`src/rtl/spi_temp_sensor.sv`:
```
// SPI temperature-sensor slave clocked from the system clock: serves one of
// NUM_CH live temperature words per frame and accepts a channel/shutdown write word.
module spi_temp_sensor #(
    parameter int          DATA_W = 16,
    parameter int          NUM_CH = 4,
    parameter int          CH_W   = (NUM_CH > 1) ? $clog2(NUM_CH) : 1,
    parameter logic [15:0] DEV_ID = 16'h800F
) (
    input  logic                     clk_i,
    input  logic                     reset_i,
    input  logic                     sck_i,
    input  logic                     cs_i,
    input  logic                     si_i,
    output logic                     sio_o,
    output logic                     so_en_o,
    input  logic [NUM_CH*DATA_W-1:0] temp_in_i,
    output logic [CH_W-1:0]          ch_sel_o,
    output logic                     shutdown_o,
    output logic                     frame_done_o
);

    localparam int                CNT_W    = $clog2(DATA_W) + 1;
    localparam logic [CNT_W-1:0]  CNT_LAST = CNT_W'(DATA_W);
    localparam logic [CH_W-1:0]   LAST_CH  = CH_W'(NUM_CH - 1);
    localparam logic [DATA_W-1:0] ID_WORD  = DATA_W'(DEV_ID);

    typedef enum logic [1:0] {
        IDLE,
        READ,
        WRITE,
        DONE
    } state_t;

    // [0] first sync stage, [1] synchronised value, [2] previous synchronised value
    logic [2:0] sck_pipe_q;
    logic [2:0] cs_pipe_q;
    logic [1:0] si_pipe_q;

    logic sck_rise, sck_fall, cs_fall, cs_rise, si_sync;

    state_t              state_q, state_d;
    logic [CNT_W-1:0]    bit_cnt_q, bit_cnt_d;
    logic [DATA_W-2:0]   shift_out_q, shift_out_d;
    logic [DATA_W-2:0]   shift_in_q, shift_in_d;
    logic                sio_q, sio_d;
    logic                so_en_q, so_en_d;
    logic [CH_W-1:0]     ch_sel_q, ch_sel_d;
    logic                shutdown_q, shutdown_d;
    logic                frame_done_q, frame_done_d;

    logic [DATA_W-1:0]   temp_ch [NUM_CH];
    logic [DATA_W-1:0]   load_word;
    logic [DATA_W-1:0]   word_in;
    logic [CH_W-1:0]     ch_req;
    logic [CNT_W-1:0]    cnt_inc;

    for (genvar k = 0; k < NUM_CH; k++) begin : g_temp_ch
        assign temp_ch[k] = temp_in_i[k*DATA_W +: DATA_W];
    end

    // CS resets high so an idle bus never produces a spurious select edge
    always_ff @(posedge clk_i or posedge reset_i) begin
        if (reset_i) begin
            sck_pipe_q <= 3'b000;
            cs_pipe_q  <= 3'b111;
            si_pipe_q  <= 2'b00;
        end else begin
            sck_pipe_q <= {sck_pipe_q[1:0], sck_i};
            cs_pipe_q  <= {cs_pipe_q[1:0], cs_i};
            si_pipe_q  <= {si_pipe_q[0], si_i};
        end
    end

    assign sck_rise = sck_pipe_q[1] & ~sck_pipe_q[2];
    assign sck_fall = ~sck_pipe_q[1] & sck_pipe_q[2];
    assign cs_fall  = ~cs_pipe_q[1] & cs_pipe_q[2];
    assign cs_rise  = cs_pipe_q[1] & ~cs_pipe_q[2];
    assign si_sync  = si_pipe_q[1];

    assign load_word = shutdown_q ? ID_WORD : temp_ch[ch_sel_q];
    assign word_in   = {shift_in_q, si_sync};
    assign ch_req    = word_in[CH_W-1:0];
    assign cnt_inc   = bit_cnt_q + CNT_W'(1);

    always_ff @(posedge clk_i or posedge reset_i) begin
        if (reset_i) begin
            state_q      <= IDLE;
            bit_cnt_q    <= '0;
            shift_out_q  <= '0;
            shift_in_q   <= '0;
            sio_q        <= 1'b0;
            so_en_q      <= 1'b0;
            ch_sel_q     <= '0;
            shutdown_q   <= 1'b0;
            frame_done_q <= 1'b0;
        end else begin
            state_q      <= state_d;
            bit_cnt_q    <= bit_cnt_d;
            shift_out_q  <= shift_out_d;
            shift_in_q   <= shift_in_d;
            sio_q        <= sio_d;
            so_en_q      <= so_en_d;
            ch_sel_q     <= ch_sel_d;
            shutdown_q   <= shutdown_d;
            frame_done_q <= frame_done_d;
        end
    end

    // shift_out holds only the bits still to be sent; the bit on the pin lives in sio
    always_comb begin
        state_d      = state_q;
        bit_cnt_d    = bit_cnt_q;
        shift_out_d  = shift_out_q;
        shift_in_d   = shift_in_q;
        sio_d        = sio_q;
        so_en_d      = so_en_q;
        ch_sel_d     = ch_sel_q;
        shutdown_d   = shutdown_q;
        frame_done_d = 1'b0;

        case (state_q)
            IDLE: begin
                if (cs_fall) begin
                    shift_out_d = load_word[DATA_W-2:0];
                    sio_d       = load_word[DATA_W-1];
                    so_en_d     = 1'b1;
                    bit_cnt_d   = '0;
                    state_d     = READ;
                end
            end

            READ: begin
                if (cs_rise) begin
                    sio_d   = 1'b0;
                    so_en_d = 1'b0;
                    state_d = IDLE;
                end else begin
                    if (sck_fall) begin
                        sio_d       = shift_out_q[DATA_W-2];
                        shift_out_d = {shift_out_q[DATA_W-3:0], 1'b0};
                    end
                    if (sck_rise) begin
                        bit_cnt_d = cnt_inc;
                        if (cnt_inc == CNT_LAST) begin
                            bit_cnt_d = '0;
                            sio_d     = 1'b0;
                            state_d   = WRITE;
                        end
                    end
                end
            end

            WRITE: begin
                if (cs_rise) begin
                    sio_d   = 1'b0;
                    so_en_d = 1'b0;
                    state_d = IDLE;
                end else if (sck_rise) begin
                    shift_in_d = word_in[DATA_W-2:0];
                    bit_cnt_d  = cnt_inc;
                    if (cnt_inc == CNT_LAST) begin
                        if (&word_in) begin
                            shutdown_d = 1'b1;
                        end else begin
                            shutdown_d = 1'b0;
                            ch_sel_d   = (ch_req > LAST_CH) ? LAST_CH : ch_req;
                        end
                        frame_done_d = 1'b1;
                        sio_d        = 1'b0;
                        so_en_d      = 1'b0;
                        state_d      = DONE;
                    end
                end
            end

            DONE: begin
                sio_d   = 1'b0;
                so_en_d = 1'b0;
                if (cs_rise) begin
                    state_d = IDLE;
                end
            end

            default: begin
                state_d = IDLE;
            end
        endcase
    end

    assign sio_o        = sio_q;
    assign so_en_o      = so_en_q;
    assign ch_sel_o     = ch_sel_q;
    assign shutdown_o   = shutdown_q;
    assign frame_done_o = frame_done_q;

endmodule

```
`config.mk`:
```
export PLATFORM = sky130hd
export DESIGN_NAME = spi_temp_sensor
export DESIGN_NICKNAME = d
export VERILOG_FILES = /design/src/rtl/spi_temp_sensor.sv
export SDC_FILE = /design/constraint.sdc
export NUM_CORES = 1
export LEC_CHECK = 0
export ABC_CLOCK_PERIOD_IN_PS = 2300
export BUFFER_PORTS_ARGS = -buffer_cell sky130_fd_sc_hd__buf_2
export CAP_MARGIN = 20
export CORE_MARGIN = 10
export CORE_UTILIZATION = 52
export CTS_CLUSTER_SIZE = 14
export DETAILED_ROUTE_END_ITERATION = 10
export GPL_TIMING_DRIVEN = 0
export PLACE_DENSITY = 0.79
export SETUP_SLACK_MARGIN = 0.2
export SLEW_MARGIN = 40
export SYNTH_ARGS = -nofsm -noshare
export SYNTH_HDL_FRONTEND = slang
export SYNTH_SLANG_ARGS = --single-unit
```
`constraint.sdc`:
```
create_clock -name clk_i -period 2.3 [get_ports clk_i]
set_input_delay 0.23 -clock clk_i [delete_from_list [all_inputs] [get_ports clk_i]]
set_output_delay 0.23 -clock clk_i [all_outputs]
set_load 0.005 [all_outputs]
```
After elaboration in Yosys (flattened, before gate mapping)
Index checks and enable logic that the tools add are counted.

word-level totals
  output and inout port bits = 6
  word-level logic and storage cells = 96
  register bits = 51

cells by class
  $lt $le $gt $ge = 2
  reduce and logical (&&, ||, !) cells = 12
  eq/ne operators = 16
  muxes and demuxes = 42
  add/sub/neg operators = 1
  bitwise logic cells = 11

operators with widths
  kind                                         count
  two-way mux 16 bit                           3
  two-way mux 15 bit                           3
  binary-select mux 16 bit (select 2 bit)      1
  two-way mux 5 bit                            6
  case mux 15 bit (2 select lines)             1
  two-way mux 2 bit                            9
  != test 2 bit, second input constant         8
  AND reduction 16 bit                         1
  two-way mux 1 bit                            15
  case mux 5 bit (3 select lines)              1
  != test 3 bit, second input constant         4
  AND reduction 4 bit                          3
  AND reduction 6 bit                          2
  case mux 1 bit (4 select lines)              2
  case mux 2 bit (4 select lines)              1
  NOT 1 bit                                    6
  AND reduction 3 bit                          2
  adder 5 x 1 -> 5 bit, second input constant  1
  == test 5 bit, second input constant         1
  AND reduction 5 bit                          1
  bitwise AND 1 bit                            4
  == test 2 bit, second input constant         2
  >= comparator 3 bit, second input constant   1
  NOT 2 -> 3 bit                               1
  5 further kinds                              5

Logic depth before layout (Yosys ltp)
  word-level depth = 7
  depth in mapped cells = 10
  depth with buffers taken out = 7

Worst setup path before layout
OpenSTA, ideal clock, no wires.

  path type = register to register
  start point = register state_q[0]
  end point = register shift_out_q[1]
  path slack = 0.557 ns
  buffers on the path = 3
  cell stages (with the launch flop) = 11
  period minus slack after synthesis = 1.743 ns
  arrival = 1.667 ns
  path through = dfrtp_1 -> inv_1 -> ha_1 -> buf_2 -> mux2i_1 -> a21oi_1 -> a2bb2oi_1 -> buf_2 -> buf_2 -> nand2_1 -> o21ai_1

between the ends
  word-level cells in the longest chain between the ends = 3

RTL lines
  what                                                                  line  source
  start, declared                                                       41    state_t state_q, state_d;
  start signal, assigned                                                97    state_q <= state_d;
  == test 2 x 1 -> 1 bit or zero test 2 bit (tied branches)             121   case (state_q)
  != test 2 bit (no source line) or nonzero test 2 bit (tied branches)  -
  AND reduction 4 bit (no source line)                                  -
  end signal, assigned                                                  99    shift_out_q <= shift_out_d;
  end, declared                                                         43    logic [DATA_W-2:0] shift_out_q, shift_out_d;

Several ways; a longest one is shown, not always the timed one.
A chain may end at the register's enable or synchronous reset.

Worst setup path after layout
  start point = register cs_pipe_q[2]
  end point = register ch_sel_q[0] (netlist: ch_sel_o[0])

between the ends
  word-level cells in the longest chain between the ends = 4

RTL lines
  what                                  line  source
  start, declared                       36    logic [2:0] cs_pipe_q;
  start signal, assigned                69    cs_pipe_q <= {cs_pipe_q[1:0], cs_i};
  NOT 1 bit                             77    assign cs_rise = cs_pipe_q[1] & ~cs_pipe_q[2];
  bitwise AND 1 bit                     77
  NOT 1 bit (no source line)            -
  AND reduction 5 bit (no source line)  -
  end signal, assigned                  103   ch_sel_q <= ch_sel_d;
  end, declared                         47    logic [CH_W-1:0] ch_sel_q, ch_sel_d;

Every way passes these cells.

==> results.md <==
* Setup_tns at 0 ns
* Yosys Warn Count at 0
* Post-Synth Simple-Gate Area at 11.9%
* Max clock buf depth at 2
* Worst-path clk slew at around 0.1 ns
* Final slew viol count at 0
* Pre-Repair DR Iteration Count at 5
* Setup Viol. Count Final at 0
* Sw Share at 34.5%
* Initial Util at between 50% and 60%
* Post-synthesis xor/xnor area fraction at 0.318%
* Rows at 26
* PwrDens at between 700 and 800 mW/mm²
* DIE AREA at between 0.008 and 0.009 mm²
* Chain of cells forming the critical path: nand2b_2 > and3b_2 > nand2_2 > nor3_4 > mux2_1
* Most frequent cells in the layout: 77 x buf_2, 48 x dfrtp_1, 23 x nand2_1
* RD Place Congestion at between 0.8 and 0.9
* Main combinational cell family by area after synthesis: multiplexers
* Post-synth cell types at 47
* Cells after Synth at 231
* Final hold vios at 0
* Tot GR Track Use at between 10% and 20%
* DRT iter0 DRCs at 96
* R2R depth at 5
* Adder-Cell Fraction of Synth Area at 2.27%
* DP Cell Count at about 380
* Status: finished, final reports clean
* Multi-input logic area at about 0.0014 mm²
* Htree depth at 2
* DRC viols at 0
* Num CTS Buffers at 5
* Ant diodes at 0
* Via/cell ratio at approximately 5.7
* Max Cap Viol at 0
* Mux share of post-synthesis cell area at between 20% and 30%
* Leakage at about 0.0016 µW
* Rel. slew slack at a little over half
* DR vias at 2,203
* CTS root buf: clkbuf_8
* Ratio of cells with drive above 1 in the final layout at between 40% and 50%
* Core Box Area at ~0.0051 mm²
* Leading area contributor after synthesis: dfrtp_1
* Syn nets at 305
* RSZ-0062 raised after global routing: no
* First-pass GRT wire length at around 11,000 µm
* #FFs+latches synth at 51
* Setup Skew at around 0.016 ns
* Nets@finish at between 300 and 400
* Max Freq at roughly 0.52 GHz
* Pint at 1630 µW
* Worst Path Required at between 2 and 3 ns
* Die height at approximately 93 µm
* Hold path cells at 1
* Port buffer count at 74
* # fillers at around 420
* Logic pwr share at ~33%
* NetSw at roughly 860 µW
* WP data arrival at 2.12 ns
* Least-Margin Pin Slew at about 0.68 ns
* Clock Sinks at between 50 and 60
* Worst skew pair latency at roughly 0.31 ns
* Initial antenna violation count at 0
* Commonest non-fill, non-tap cell in the layout: buf_2
* HPWL Detailed at just over 5000 µm
* Drt total wl at around 6500 µm
* CP endpoint kind: flop
* Share of the yosys chip area belonging to registers at 46.5%
* Max FO, Critical Path at 8
* Largest net degree at the start of global routing at 34
* Critical path's slowest cell: dfstp_2
* Syn Area/Cell at about 12 µm²
* Wirelength per Cell at between 15 and 20 µm
* Mapped Area at ~0.0028 mm²
* Ports at 75
* Vias in the first global route at ~2,200
* CTS tree: done
* Layout Cells excl Fill at 385
* Post-DRT Antenna Nets at 0
* Synth-to-Final Area Change at 21.5%
* Register area at approximately 0.0013 mm²
* Die width at just over 90 µm
* Crit share post-route at between 80% and 90%
* Yosys top cell area share at between 40 and 50%
* Clock power share at around a fifth
* Worst IR Drop VDD at 0.000425 V
* Area contributors post-synth: dfrtp_1 44%, mux4_2 13%, mux2_4 5.5%
* Seq pwr share at a little under half
* Setup crit start kind: flop
* Post-synthesis compound-gate area fraction at 12.6%
* GR Overflow Total at 0
* Max incr delay on CP at roughly 0.57 ns
* Tmin final at approximately 1.9 ns
* Crit Path Class: flop to flop
* Hold Crit Class: primary input to flop
-- what timing repair did --
| action | 4_1_cts | 5_1_grt |
|---|---|---|
| hold endpoints to repair | 16 | 0 |
| endpoints found under the setup margin | 0 | 16 |
| buffers inserted | 0 | 0 |
| gates resized for setup | 0 | 12 |
| hold buffers | 1 | 0 |
-- power by group through the flow --
stage	combinational (µW)	sequential, µW	clock, µW
3_3_place_gp	758	1170	0
4_1_cts	794	1160	520
3_5_place_dp	789	1180	0
6_report	818	1160	508
5_1_grt	930	1190	555
2_1_floorplan	578	1160	0
-- stage by stage --
stage	util [%]	total power (µW)	setup slack, ns	hold WS [ns]	area (µm²)
finish	65.5	2490	0.382	0.0156	3350
global placement	62.9	1930	0.248	0.333	3210
floorplan	-	1730	0.557	0.234	2750
detailed placement	63.3	1970	0.296	0.189	3230
global route	65.5	2670	0.216	0.00333	3350
CTS	65.2	2480	0.286	0.00743	3330
-- final timing paths --
kind                       slack [ns]               startpoint                 endpoint
hold reg to reg                  0.34  sck_pipe_q[0]$_DFF_PP0_  sck_pipe_q[1]$_DFF_PP0_
hold / removal                   0.02                     si_i   si_pipe_q[0]$_DFF_PP0_
max in group asynchronous        1.39                  reset_i   cs_pipe_q[1]$_DFF_PP1_
setup reg to reg                 0.38   cs_pipe_q[2]$_DFF_PP1_  ch_sel_o[0]$_DFFE_PP0P_
min in group asynchronous        0.40                  reset_i   shutdown_o$_DFFE_PP0P_
setup / recovery                 0.38   cs_pipe_q[2]$_DFF_PP1_  ch_sel_o[0]$_DFFE_PP0P_
-- per-layer routing --
layer | up-vias | GRT usage (%) | wire length [µm]
met5 | - | 0 | 0
met4 | 0 | 5.01 | 96
met3 | 9 | 3.55 | 403
met2 | 72 | 25.6 | 3400
met1 | 1087 | 18.9 | 2650
li1 | 1035 | - | -
-- cell families after synthesis --
| group | after synthesis |
|---|---|
| AND/OR/NAND/NOR | 62 |
| XOR/XNOR | 1 |
| multiplexers | 37 |
| buffers and inverters | 19 |
| AO/OA/AOI/OAI | 56 |
| flip-flops | 51 |
| adder cells (fa/ha/maj) | 5 |
-- state kept, by name, summed over array words and instances (netlist names) --
name          count
frame_done_o      1
shutdown_o        1
shift_out_q      15
sio_o             1
ch_sel_o          2
bit_cnt_q         5
so_en_o           1
si_pipe_q         2
state_q           2
sck_pipe_q        3
cs_pipe_q         3
shift_in_q       15
-- synthesized netlist by cell type, drive strengths merged --
library cell / instances
dfrtp: 48
o21ai: 26
nand2: 24
mux2: 19
mux4: 16
a22oi: 11
buf: 8
a21oi: 7
nor2: 7
inv: 6
nand3: 6
nor3: 6
clkbuf: 5
ha: 5
nand2b: 4
nand4: 4
o22ai: 4
dfstp: 3
or2: 3
mux2i: 2
nor2b: 2
o31ai: 2
a22o: 1
a2bb2oi: 1
a32oi: 1
and3b: 1
and4b: 1
nand3b: 1
nand4b: 1
nor4: 1
o211ai: 1
o31a: 1
o41ai: 1
or3: 1
xor2: 1
-- critical path: cells and delay by family (launching register included) --
kind | cells | cell delay (ns)
flops | 1 | 0.57
mux | 1 | 0.35
simple gates | 4 | 0.88
-- cell type report --
cell class	count	share of cell area, %
tap	70	2.62
clock inverter	2	0.411
buffer	13	2.50
clock buffer	6	2.17
inverter	6	0.748
timing repair buffer	76	12.0
multi-input combinational	161	41.3
sequential	51	38.2
Power figures use the tool's default switching activity.
